[src/rtl/rv64_pkg.sv]
// Shared RV64 definitions: datapath widths, base opcodes, immediate format
// encoding and the NOP used to fill empty pipeline registers.
package rv64_pkg;

  localparam int unsigned XLEN = 64;
  localparam int unsigned ILEN = 32;

  // addi x0, x0, 0
  localparam logic [ILEN-1:0] NOP_INSTR = 32'h0000_0013;

  localparam logic [6:0] OPC_LUI      = 7'b0110111;
  localparam logic [6:0] OPC_AUIPC    = 7'b0010111;
  localparam logic [6:0] OPC_JAL      = 7'b1101111;
  localparam logic [6:0] OPC_JALR     = 7'b1100111;
  localparam logic [6:0] OPC_BRANCH   = 7'b1100011;
  localparam logic [6:0] OPC_LOAD     = 7'b0000011;
  localparam logic [6:0] OPC_STORE    = 7'b0100011;
  localparam logic [6:0] OPC_OP_IMM   = 7'b0010011;
  localparam logic [6:0] OPC_OP_IMM32 = 7'b0011011;
  localparam logic [6:0] OPC_OP       = 7'b0110011;
  localparam logic [6:0] OPC_OP32     = 7'b0111011;
  localparam logic [6:0] OPC_MISC_MEM = 7'b0001111;
  localparam logic [6:0] OPC_SYSTEM   = 7'b1110011;

  typedef enum logic [2:0] {
    IMM_NONE = 3'd0,
    IMM_I    = 3'd1,
    IMM_S    = 3'd2,
    IMM_B    = 3'd3,
    IMM_U    = 3'd4,
    IMM_J    = 3'd5
  } imm_type_e;

endpackage

[src/rtl/if_id_decode_stage_if.sv]
// IF/ID boundary bundle: fetch-side valid/ready beat, flush, and the decoded
// head entry presented to register-read.
//   master : driven by the surrounding pipeline (fetch beat, flush, id_ready)
//   slave  : the decode stage (if_ready and all id_* outputs)
interface if_id_decode_stage_if;
  import rv64_pkg::*;

  logic            if_valid;
  logic [XLEN-1:0] if_pc;
  logic [ILEN-1:0] if_instr;
  logic            if_ready;
  logic            flush;
  logic            id_valid;
  logic            id_ready;
  logic [XLEN-1:0] id_pc;
  logic [ILEN-1:0] id_instr;
  logic [6:0]      id_opcode;
  logic [4:0]      id_rd;
  logic [2:0]      id_funct3;
  logic [4:0]      id_rs1;
  logic [4:0]      id_rs2;
  logic [6:0]      id_funct7;
  logic [XLEN-1:0] id_imm;
  imm_type_e       id_imm_type;
  logic            id_illegal;

  modport master (
    output if_valid, if_pc, if_instr, flush, id_ready,
    input  if_ready, id_valid, id_pc, id_instr, id_opcode, id_rd, id_funct3,
           id_rs1, id_rs2, id_funct7, id_imm, id_imm_type, id_illegal
  );

  modport slave (
    input  if_valid, if_pc, if_instr, flush, id_ready,
    output if_ready, id_valid, id_pc, id_instr, id_opcode, id_rd, id_funct3,
           id_rs1, id_rs2, id_funct7, id_imm, id_imm_type, id_illegal
  );

endinterface

[src/rtl/rv64_imm_gen.sv]
// Combinational RV64 immediate generator.
//   instr    : 32-bit instruction word
//   imm_type : immediate format selected by opcode (NONE when no immediate)
//   imm      : immediate sign-extended from instr[31]; zero for NONE
//   illegal  : encoding is not a supported 32-bit base opcode
module rv64_imm_gen
  import rv64_pkg::*;
(
  input  logic [ILEN-1:0] instr,
  output imm_type_e       imm_type,
  output logic [XLEN-1:0] imm,
  output logic            illegal
);

  logic [6:0] opcode;
  logic       known;

  assign opcode = instr[6:0];

  always_comb begin
    imm_type = IMM_NONE;
    known    = 1'b1;
    unique case (opcode)
      OPC_LOAD, OPC_OP_IMM, OPC_OP_IMM32, OPC_JALR, OPC_SYSTEM: imm_type = IMM_I;
      OPC_STORE:                      imm_type = IMM_S;
      OPC_BRANCH:                     imm_type = IMM_B;
      OPC_LUI, OPC_AUIPC:             imm_type = IMM_U;
      OPC_JAL:                        imm_type = IMM_J;
      OPC_OP, OPC_OP32, OPC_MISC_MEM: imm_type = IMM_NONE;
      default:                        known    = 1'b0;
    endcase
  end

  always_comb begin
    imm = '0;
    unique case (imm_type)
      IMM_I: imm = {{(XLEN-12){instr[31]}}, instr[31:20]};
      IMM_S: imm = {{(XLEN-12){instr[31]}}, instr[31:25], instr[11:7]};
      IMM_B: imm = {{(XLEN-13){instr[31]}}, instr[31], instr[7], instr[30:25],
                    instr[11:8], 1'b0};
      IMM_U: imm = {{(XLEN-32){instr[31]}}, instr[31:12], 12'b0};
      IMM_J: imm = {{(XLEN-21){instr[31]}}, instr[31], instr[19:12], instr[20],
                    instr[30:21], 1'b0};
      default: imm = '0;
    endcase
  end

  // Compressed encodings (instr[1:0] != 2'b11) are not supported here.
  assign illegal = (instr[1:0] != 2'b11) || !known;

endmodule

[src/rtl/if_id_decode_stage.sv]
// IF/ID pipeline boundary for the RV64 core.
//   clock : rising-edge clock
//   reset : synchronous active-low reset
//   bus   : slave side of the IF/ID bundle; accepts {pc, instr} beats from fetch
//           into a 2-entry skid buffer (main = head, skid = overflow) and
//           presents the head with its fields and immediate decoded.
// if_ready comes straight from the skid valid register, so there is no
// combinational path from id_ready back to fetch.
module if_id_decode_stage
  import rv64_pkg::*;
(
  input  logic          clock,
  input  logic          reset,
  if_id_decode_stage_if.slave bus
);

  logic            main_valid_q, main_valid_d;
  logic [XLEN-1:0] main_pc_q,    main_pc_d;
  logic [ILEN-1:0] main_instr_q, main_instr_d;
  logic            skid_valid_q, skid_valid_d;
  logic [XLEN-1:0] skid_pc_q,    skid_pc_d;
  logic [ILEN-1:0] skid_instr_q, skid_instr_d;

  logic push;
  logic pop;

  assign push = bus.if_valid & ~skid_valid_q;
  assign pop  = main_valid_q & bus.id_ready;

  always_comb begin
    main_valid_d = main_valid_q;
    main_pc_d    = main_pc_q;
    main_instr_d = main_instr_q;
    skid_valid_d = skid_valid_q;
    skid_pc_d    = skid_pc_q;
    skid_instr_d = skid_instr_q;

    if (bus.flush) begin
      // Flush drops both entries and any beat handshaken this cycle.
      main_valid_d = 1'b0;
      skid_valid_d = 1'b0;
    end else if (pop) begin
      if (skid_valid_q) begin
        // if_ready is low while skid is full, so no push can coincide here.
        main_valid_d = 1'b1;
        main_pc_d    = skid_pc_q;
        main_instr_d = skid_instr_q;
        skid_valid_d = 1'b0;
      end else if (push) begin
        main_valid_d = 1'b1;
        main_pc_d    = bus.if_pc;
        main_instr_d = bus.if_instr;
      end else begin
        main_valid_d = 1'b0;
      end
    end else if (push) begin
      if (!main_valid_q) begin
        main_valid_d = 1'b1;
        main_pc_d    = bus.if_pc;
        main_instr_d = bus.if_instr;
      end else begin
        skid_valid_d = 1'b1;
        skid_pc_d    = bus.if_pc;
        skid_instr_d = bus.if_instr;
      end
    end
  end

  always_ff @(posedge clock) begin
    if (!reset) begin
      main_valid_q <= 1'b0;
      main_pc_q    <= '0;
      main_instr_q <= NOP_INSTR;
      skid_valid_q <= 1'b0;
      skid_pc_q    <= '0;
      skid_instr_q <= NOP_INSTR;
    end else begin
      main_valid_q <= main_valid_d;
      main_pc_q    <= main_pc_d;
      main_instr_q <= main_instr_d;
      skid_valid_q <= skid_valid_d;
      skid_pc_q    <= skid_pc_d;
      skid_instr_q <= skid_instr_d;
    end
  end

  assign bus.if_ready = ~skid_valid_q;
  assign bus.id_valid = main_valid_q;

  // Fields follow main regardless of id_valid; consumers qualify with id_valid.
  assign bus.id_pc     = main_pc_q;
  assign bus.id_instr  = main_instr_q;
  assign bus.id_opcode = main_instr_q[6:0];
  assign bus.id_rd     = main_instr_q[11:7];
  assign bus.id_funct3 = main_instr_q[14:12];
  assign bus.id_rs1    = main_instr_q[19:15];
  assign bus.id_rs2    = main_instr_q[24:20];
  assign bus.id_funct7 = main_instr_q[31:25];

  rv64_imm_gen u_imm_gen (
    .instr    (main_instr_q),
    .imm_type (bus.id_imm_type),
    .imm      (bus.id_imm),
    .illegal  (bus.id_illegal)
  );

endmodule

[src/flat_wrapper.sv]
// flat-port wrapper written by rule: the top's interface ports become plain ports
module if_id_decode_stage_flat import rv64_pkg::*;
  (clock, reset, bus_if_valid, bus_if_pc, bus_if_instr, bus_flush, bus_id_ready, bus_if_ready, bus_id_valid, bus_id_pc, bus_id_instr, bus_id_opcode, bus_id_rd, bus_id_funct3, bus_id_rs1, bus_id_rs2, bus_id_funct7, bus_id_imm, bus_id_imm_type, bus_id_illegal);
  if_id_decode_stage_if bus_i ();
  input  logic clock;
  input  logic reset;
  input wire logic [$bits(bus_i.if_valid)-1:0] bus_if_valid;
  input wire logic [$bits(bus_i.if_pc)-1:0] bus_if_pc;
  input wire logic [$bits(bus_i.if_instr)-1:0] bus_if_instr;
  input wire logic [$bits(bus_i.flush)-1:0] bus_flush;
  input wire logic [$bits(bus_i.id_ready)-1:0] bus_id_ready;
  output wire logic [$bits(bus_i.if_ready)-1:0] bus_if_ready;
  output wire logic [$bits(bus_i.id_valid)-1:0] bus_id_valid;
  output wire logic [$bits(bus_i.id_pc)-1:0] bus_id_pc;
  output wire logic [$bits(bus_i.id_instr)-1:0] bus_id_instr;
  output wire logic [$bits(bus_i.id_opcode)-1:0] bus_id_opcode;
  output wire logic [$bits(bus_i.id_rd)-1:0] bus_id_rd;
  output wire logic [$bits(bus_i.id_funct3)-1:0] bus_id_funct3;
  output wire logic [$bits(bus_i.id_rs1)-1:0] bus_id_rs1;
  output wire logic [$bits(bus_i.id_rs2)-1:0] bus_id_rs2;
  output wire logic [$bits(bus_i.id_funct7)-1:0] bus_id_funct7;
  output wire logic [$bits(bus_i.id_imm)-1:0] bus_id_imm;
  output wire logic [$bits(bus_i.id_imm_type)-1:0] bus_id_imm_type;
  output wire logic [$bits(bus_i.id_illegal)-1:0] bus_id_illegal;
  assign bus_i.if_valid = bus_if_valid;
  assign bus_i.if_pc = bus_if_pc;
  assign bus_i.if_instr = bus_if_instr;
  assign bus_i.flush = bus_flush;
  assign bus_i.id_ready = bus_id_ready;
  assign bus_if_ready = bus_i.if_ready;
  assign bus_id_valid = bus_i.id_valid;
  assign bus_id_pc = bus_i.id_pc;
  assign bus_id_instr = bus_i.id_instr;
  assign bus_id_opcode = bus_i.id_opcode;
  assign bus_id_rd = bus_i.id_rd;
  assign bus_id_funct3 = bus_i.id_funct3;
  assign bus_id_rs1 = bus_i.id_rs1;
  assign bus_id_rs2 = bus_i.id_rs2;
  assign bus_id_funct7 = bus_i.id_funct7;
  assign bus_id_imm = bus_i.id_imm;
  assign bus_id_imm_type = bus_i.id_imm_type;
  assign bus_id_illegal = bus_i.id_illegal;
  if_id_decode_stage u_core (.clock(clock), .reset(reset), .bus(bus_i));
endmodule
[config.mk]
export PLATFORM = sky130hd
export DESIGN_NAME = if_id_decode_stage_flat
export DESIGN_NICKNAME = d
export VERILOG_FILES = /design/src/rtl/rv64_pkg.sv /design/src/rtl/if_id_decode_stage_if.sv /design/src/rtl/rv64_imm_gen.sv /design/src/rtl/if_id_decode_stage.sv /design/src/flat_wrapper.sv
export SDC_FILE = /design/constraint.sdc
export NUM_CORES = 1
export LEC_CHECK = 0
export ABC_CLOCK_PERIOD_IN_PS = 6600
export CAP_MARGIN = 20
export CORE_MARGIN = 4
export CORE_UTILIZATION = 49
export CTS_CLUSTER_DIAMETER = 40
export CTS_CLUSTER_SIZE = 40
export DETAILED_ROUTE_END_ITERATION = 6
export GPL_TIMING_DRIVEN = 0
export PLACE_DENSITY = 0.93
export SLEW_MARGIN = 25
export SYNTH_ARGS = -nofsm -noshare
export SYNTH_HDL_FRONTEND = slang
export SYNTH_HIERARCHICAL = 1
export SYNTH_SLANG_ARGS = --single-unit
export TNS_END_PERCENT = 10
[constraint.sdc]
create_clock -name clock -period 6.6 [get_ports clock]
set_input_delay 1.32 -clock clock [delete_from_list [all_inputs] [get_ports clock]]
set_output_delay 1.32 -clock clock [all_outputs]
set_load 0.01 [all_outputs]
* Word level (Yosys, flattened, before mapping) *
Cells that the tools add are included.

word-level totals
  register bits after elaboration = 194
  bits in latches = 0
  memory bits (writable) = 0
  ROM bits = 0
  bits of input ports = 101
  output and inout port bits = 198
  memories kept = 0

operators by class
  add/sub/neg operators = 0
  multipliers = 0
  div/mod/pow operators = 0
  $lt $le $gt $ge = 0
  equal/unequal tests = 20
  shift-type cells = 0
  muxes and demuxes = 17
  bitwise gates (word level) = 6
  reductions and logical operators = 12

operator list
  cell                  count
  $mux W64              5
  $pmux W64 S5          1
  $mux W32              5
  $eq A7 B6 Y1 const B  4
  $eq A7 B7 Y1 const B  4
  $eq A7 B5 Y1 const B  3
  $pmux W3 S5           1
  $reduce_or A13 Y1     1
  $reduce_and A4 Y1     2
  $eq A7 B2 Y1 const B  1
  $eq A7 B4 Y1 const B  1
  $eq A3 B2 Y1 const B  2
  $eq A3 B3 Y1 const B  2
  $mux W1               5
  $reduce_or A5 Y1      1
  $ne A2 B2 Y1 const B  2
  $not A1 Y1            4
  $reduce_bool A2 Y1    2
  $reduce_or A2 Y1      2
  $eq A3 B1 Y1 const B  1
  $reduce_or A3 Y1      1
  $and A1 B1 Y1         2
  $reduce_and A2 Y1     1
  $logic_not A1 Y1      1
  $logic_or A1 B1 Y1    1

* Logic depth before layout (Yosys ltp) *
  depth in word-level cells = 5
  mapped depth = 7
  gate-level depth less buffers = 5

* Hierarchy *
Netlist, hierarchy kept.

modules (own cells, without submodules)
  module              instances  cells an instance  area each (µm²)
  if_id_decode_stage  1          1003               7850.0
  rv64_imm_gen        1          117                825.8

* Least setup slack after synthesis *
Ideal clock, no wire load.

  kind = register to output
  start = register u_core.main_instr_q[3], in the netlist u_core/bus.id_instr[3]
  end = output port bus_id_imm[32]
  arrival time = 2.295 ns
  data required time = 5.280 ns
  setup slack = 2.985 ns
  stages on the path, launching flop included = 6
  buffers on the path = 1
  cells stage by stage = dfxtp_1 nor2b_2 nand2_1 a21oi_2 o31a_1 buf_4

between the ends
  word-level cells in the longest chain between the ends = 5
  elaborated cells between the ends (all ways) = 19
  those cells by class = eq/ne: 15; mux: 2; reduce/logical: 2

ends and longest elaborated chain
  what                                                         RTL line                  RTL
  start: declaration                                           if_id_decode_stage.sv:19  logic [ILEN-1:0] main_instr_q, main_instr_d;
  start signal: assignment                                     if_id_decode_stage.sv:80  main_instr_q <= main_instr_d;
  $eq A7 B2 Y1 (tied with other cells)                         rv64_imm_gen.sv:23        unique case (opcode)
  $reduce_or A5 Y1 / $reduce_or A2 Y1 (equally long branches)  rv64_imm_gen.sv:23
  $pmux W3 S5 (*)                                              rv64_imm_gen.sv:23
  via bus_id_imm_type[2]                                       flat_wrapper.sv:23        output wire logic [$bits(bus_i.id_imm_type)-1:0] bus_id_imm_type;
  $eq A3 B3 Y1 (tied with other cells)                         rv64_imm_gen.sv:36        unique case (imm_type)
  $pmux W64 S5 (*)                                             rv64_imm_gen.sv:36
  end: declaration                                             flat_wrapper.sv:22        output wire logic [$bits(bus_i.id_imm)-1:0] bus_id_imm;

The timed path passes the listed nets; every way through them passes the cells marked *.

* Worst setup path after layout *
  start = register u_core.main_instr_q[3], in the netlist u_core/bus.id_instr[3]
  end = output port bus_id_imm[45]

between the ends
  word-level cells in the longest chain between the ends = 5
  elaborated cells between the ends (all ways) = 19
  those cells by class = eq/ne: 15; mux: 2; reduce/logical: 2

ends and longest elaborated chain
  what                                                         RTL line
  $eq A7 B2 Y1 (tied with other cells)                         rv64_imm_gen.sv:23
  $reduce_or A5 Y1 / $reduce_or A2 Y1 (equally long branches)  rv64_imm_gen.sv:23
  $pmux W3 S5 (*)                                              rv64_imm_gen.sv:23
  $eq A3 B3 Y1 (tied with other cells)                         rv64_imm_gen.sv:36
  $pmux W64 S5 (*)                                             rv64_imm_gen.sv:36

Mark *: on every way between the ends. The rest lies on a longest branch, timed or not.

==> results_tabular.tex <==
\begin{tabular}{lr}
\hline
Metric & Value \\
\hline
\multicolumn{2}{l}{\textbf{Yosys}} \\
Yosys Warn Count & 6 \\
Per-instance average area after synthesis & 7.75 um2 \\
Top cells by area, synth & sky130\_fd\_sc\_hd\_\_dfxtp\_1 45\%, sky130\_fd\_sc\_hd\_\_nand2\_1 17\%, sky130\_fd\_sc\_hd\_\_a31oi\_1 6.7\%, sky130\_fd\_sc\_hd\_\_buf\_4 6.0\%, sky130\_fd\_sc\_hd\_\_o21ai\_1 5.2\% \\
Number of instances in the synthesized netlist & 1120 \\
Summed instance area of the synthesized netlist & 0.00868 mm2 \\
Synthesized flop and latch total & 194 \\
Library cell with the highest instance count after synthesis & sky130\_fd\_sc\_hd\_\_nand2\_1 \\
Proportion of netlist area held by the largest area contributor & 44.8\% \\
Predominant post-synthesis flop cell & sky130\_fd\_sc\_hd\_\_dfxtp\_1 \\
Proportion of synthesized chip area in sequential cells & 44.8\% \\
Top cells by count, synth & 399 x sky130\_fd\_sc\_hd\_\_nand2\_1, 194 x sky130\_fd\_sc\_hd\_\_dfxtp\_1, 93 x sky130\_fd\_sc\_hd\_\_a31oi\_1, 91 x sky130\_fd\_sc\_hd\_\_o21ai\_1, 69 x sky130\_fd\_sc\_hd\_\_buf\_4 \\
Library cell with the largest summed area after synthesis & sky130\_fd\_sc\_hd\_\_dfxtp\_1 \\
Post-synth cell types & 43 \\
Nets in the synthesized netlist & 1221 \\
Asr flop ratio synth & 0\% \\
EDFF count, synth & 0 \\
\multicolumn{2}{l}{\textbf{Global route}} \\
Total routing resource utilization after global routing & 28.6\% \\
Maximum number of pins on one net before global-route repair & 34 \\
Global route overflow & 0 \\
Wire length of the first global-routing pass & 46000 um \\
Antenna violations before repair & 2 \\
Via count of the first global-routing pass & 8992 \\
\multicolumn{2}{l}{\textbf{Worst setup path}} \\
Worst setup SP type & flop \\
Critical-path maximum fanout & 33 \\
Required time worst endpoint & 5.28 ns \\
Arrival time of the worst setup path & 3.22 ns \\
Type of destination of the critical path & primary output \\
Critical path start-end classification & reg2out \\
\multicolumn{2}{l}{\textbf{CTS}} \\
Clock transition at path regs & 0.07 ns \\
Clock tree sinks & 194 \\
Cts repair resizes & 0 \\
Deepest clock path buffer count & 2 \\
\# H-tree levels & 4 \\
Buffers inserted by post-CTS timing repair & 0 \\
Hold\_buf cts & 0 \\
CTS Buf Count & 17 \\
Clock latency on the worst-skew pair & 0.43 ns \\
Clock tree from TritonCTS & built \\
Clock root buffer master & sky130\_fd\_sc\_hd\_\_clkbuf\_16 \\
\multicolumn{2}{l}{\textbf{Timing}} \\
Number of failing hold endpoints at the final stage & 0 \\
Worst-margin pin slew & 0.724 ns \\
Final setup vio count & 0 \\
Setup repair after global routing missed its margin & false \\
Worst Clk Skew & 0.00849 ns \\
Summed negative setup slack over all endpoints & 0 ns \\
Tmin final & 4.54 ns \\
Max Clk Rate & 0.220 GHz \\
Slew Limit Headroom & 51.7\% \\
Share of the clock period used by the worst path after layout & 68.7\% \\
Final Max Tran Viols & 0 \\
\multicolumn{2}{l}{\textbf{Power and ir drop}} \\
Clock network fraction of total power & 38.5\% \\
Combinational share of power & 17.8\% \\
Worst vdd rail ir drop & 0.000175 V \\
Ratio of total power to cell area & 230 mW/mm2 \\
Sequential Power Share & 43.6\% \\
Net switching share of the total power & 25.3\% \\
PnR Total Power & 2.89 mW \\
Int Power & 2.16 mW \\
Reported leakage power & 4.95 nW \\
Switching component of the power & 0.731 mW \\
\multicolumn{2}{l}{\textbf{Route}} \\
Number of DRC violations after detailed-routing iteration 0 & 636 \\
Vias after detailed routing & 9097 \\
Total wirelength of the detailed-routed design & 29300 um \\
Average wire length per cell after detail routing & 17.5 um \\
Drt via density & 5.43 \\
Pre-Repair DR Iteration Count & 7 \\
Antenna violation net count after detailed routing & 0 \\
Drt drc & 13 \\
\multicolumn{2}{l}{\textbf{Finish}} \\
Filler Cells Inserted & 1317 \\
Fraction of layout cells with a size suffix above 1 & 10.3\% \\
\# nets final & 1538 \\
Area of combinational cells with multiple inputs & 0.00388 mm2 \\
Sequential cell area & 0.00388 mm2 \\
Syn-to-layout area delta & 45.0\% \\
\multicolumn{2}{l}{\textbf{Run}} \\
Max cap viols & 0 \\
\multicolumn{2}{l}{\textbf{Floorplan}} \\
Std-Cell Core Area & 0.0173 mm2 \\
I/O pin total & 299 \\
FP Rows & 48 \\
Chip Width & 141 um \\
Starting utilization of the core area & 50.2\% \\
Die H & 141 um \\
Full die area & 0.0199 mm2 \\
\multicolumn{2}{l}{\textbf{Outcome}} \\
Result of the run & complete, but fails checks \\
Failing checks & design-rule violations \\
\multicolumn{2}{l}{\textbf{Place}} \\
Number of port buffers & 298 \\
Routability cong. & 0.870 \\
Detailed Place HPWL & 21400 um \\
\multicolumn{2}{l}{\textbf{Worst hold path}} \\
Hold Path Class & reg2reg \\
\hline
\end{tabular}
[final timing paths]
kind	start	endpoint	slack [ns]	cells after the start
setup / recovery	u_core/bus.id_instr[3]	bus_id_imm[45]	2.06	6
hold / removal	u_core/skid_pc_q[58]	u_core/skid_pc_q[58]	0.45	2
setup reg to reg	u_core/skid_valid_q	u_core/skid_pc_q[42]	4.44	6
hold reg to reg	u_core/skid_pc_q[58]	u_core/skid_pc_q[58]	0.45	2
[layout by cell type, fill, tap and decap left out, drive strengths merged, types with 3 or more instances in the layout]
master	Yosys	layout
a211oi	3	3
a21boi	94	94
a21o	19	19
a21oi	5	5
a31oi	93	93
and2	8	8
and3	6	6
buf	109	109
bufinv	0	4
clkbuf	45	63
clkdlybuf4s50	0	298
clkinv	0	5
dfxtp	194	194
inv	6	11
nand2	399	399
nand3	6	6
nand4	3	3
nor2	8	8
nor2b	3	3
o21ai	102	102
[critical path, cell delays in order (launching register included)]
cell	delay, ns
sky130_fd_sc_hd__dfxtp_1	0.50
sky130_fd_sc_hd__nor2b_2	0.37
sky130_fd_sc_hd__nand2_1	0.11
sky130_fd_sc_hd__a21oi_2	0.46
sky130_fd_sc_hd__o31a_2	0.61
sky130_fd_sc_hd__buf_4	0.21
sky130_fd_sc_hd__clkdlybuf4s50_1	0.54
[layer usage]
metal  track usage, %  share of wire, %
met1             31.7                38
met2             49.7                49
met3             7.97               8.4
met4             15.1               4.9
met5                0             0.027
[registers in the layout (all words and copies together), names as in the netlist]
name	count
u_core/bus.id_valid	1
u_core/skid_pc_q	64
u_core/skid_instr_q	32
u_core/bus.id_instr	32
u_core/skid_valid_q	1
u_core/bus.id_pc	64
[per-stage QoR]
| step | utilization, % | setup WS, ns | cells | cell area [um2] | hold slack (ns) |
|---|---|---|---|---|---|
| 4_1_cts | 72.7 | 1.65 | 1675 | 12600 | 0.456 |
| 5_1_grt | 72.8 | 1.86 | 1676 | 12600 | 0.481 |
| 6_report | 72.8 | 2.06 | 1676 | 12600 | 0.454 |
| 2_1_floorplan | - | 2.98 | 1120 | 8680 | 0.435 |
| 3_5_place_dp | 69.0 | 2.12 | 1643 | 11900 | 0.445 |
| 3_3_place_gp | 69.0 | 2.19 | 1643 | 11900 | 0.440 |
[power by group through the flow]
stage | logic (mW) | registers (mW) | clock network (mW)
final | 0.517 | 1.26 | 1.12
after global routing | 0.553 | 1.27 | 1.17
after CTS | 0.519 | 1.26 | 1.12
after detailed placement | 0.516 | 1.29 | 0
after global placement | 0.507 | 1.29 | 0
after floorplan | 0.208 | 1.29 | 0
[cell families after synthesis]
family                    Yosys count  synth area share (%)
xor gates and xnor gates            1                 0.101
and+or+nand+nor                   439                  20.1
buffers and inverters             160                  10.5
DFF                               194                  44.8
AOI/OAI and AO/OA                 325                  24.4
muxes                               1                 0.130
[final cells by class]
type	instances	area share, %
Multi-Input combinational cell	766	30.9
Inverter	6	0.179
Sequential cell	194	30.9
Antenna cell	1	0.0199
Buffer	154	7.06
Clock buffer	18	3.49
Timing Repair Buffer	298	23.7
Clock inverter	14	1.59
Tap cell	225	2.24
No activity file was read; power rests on OpenSTA's default activity.
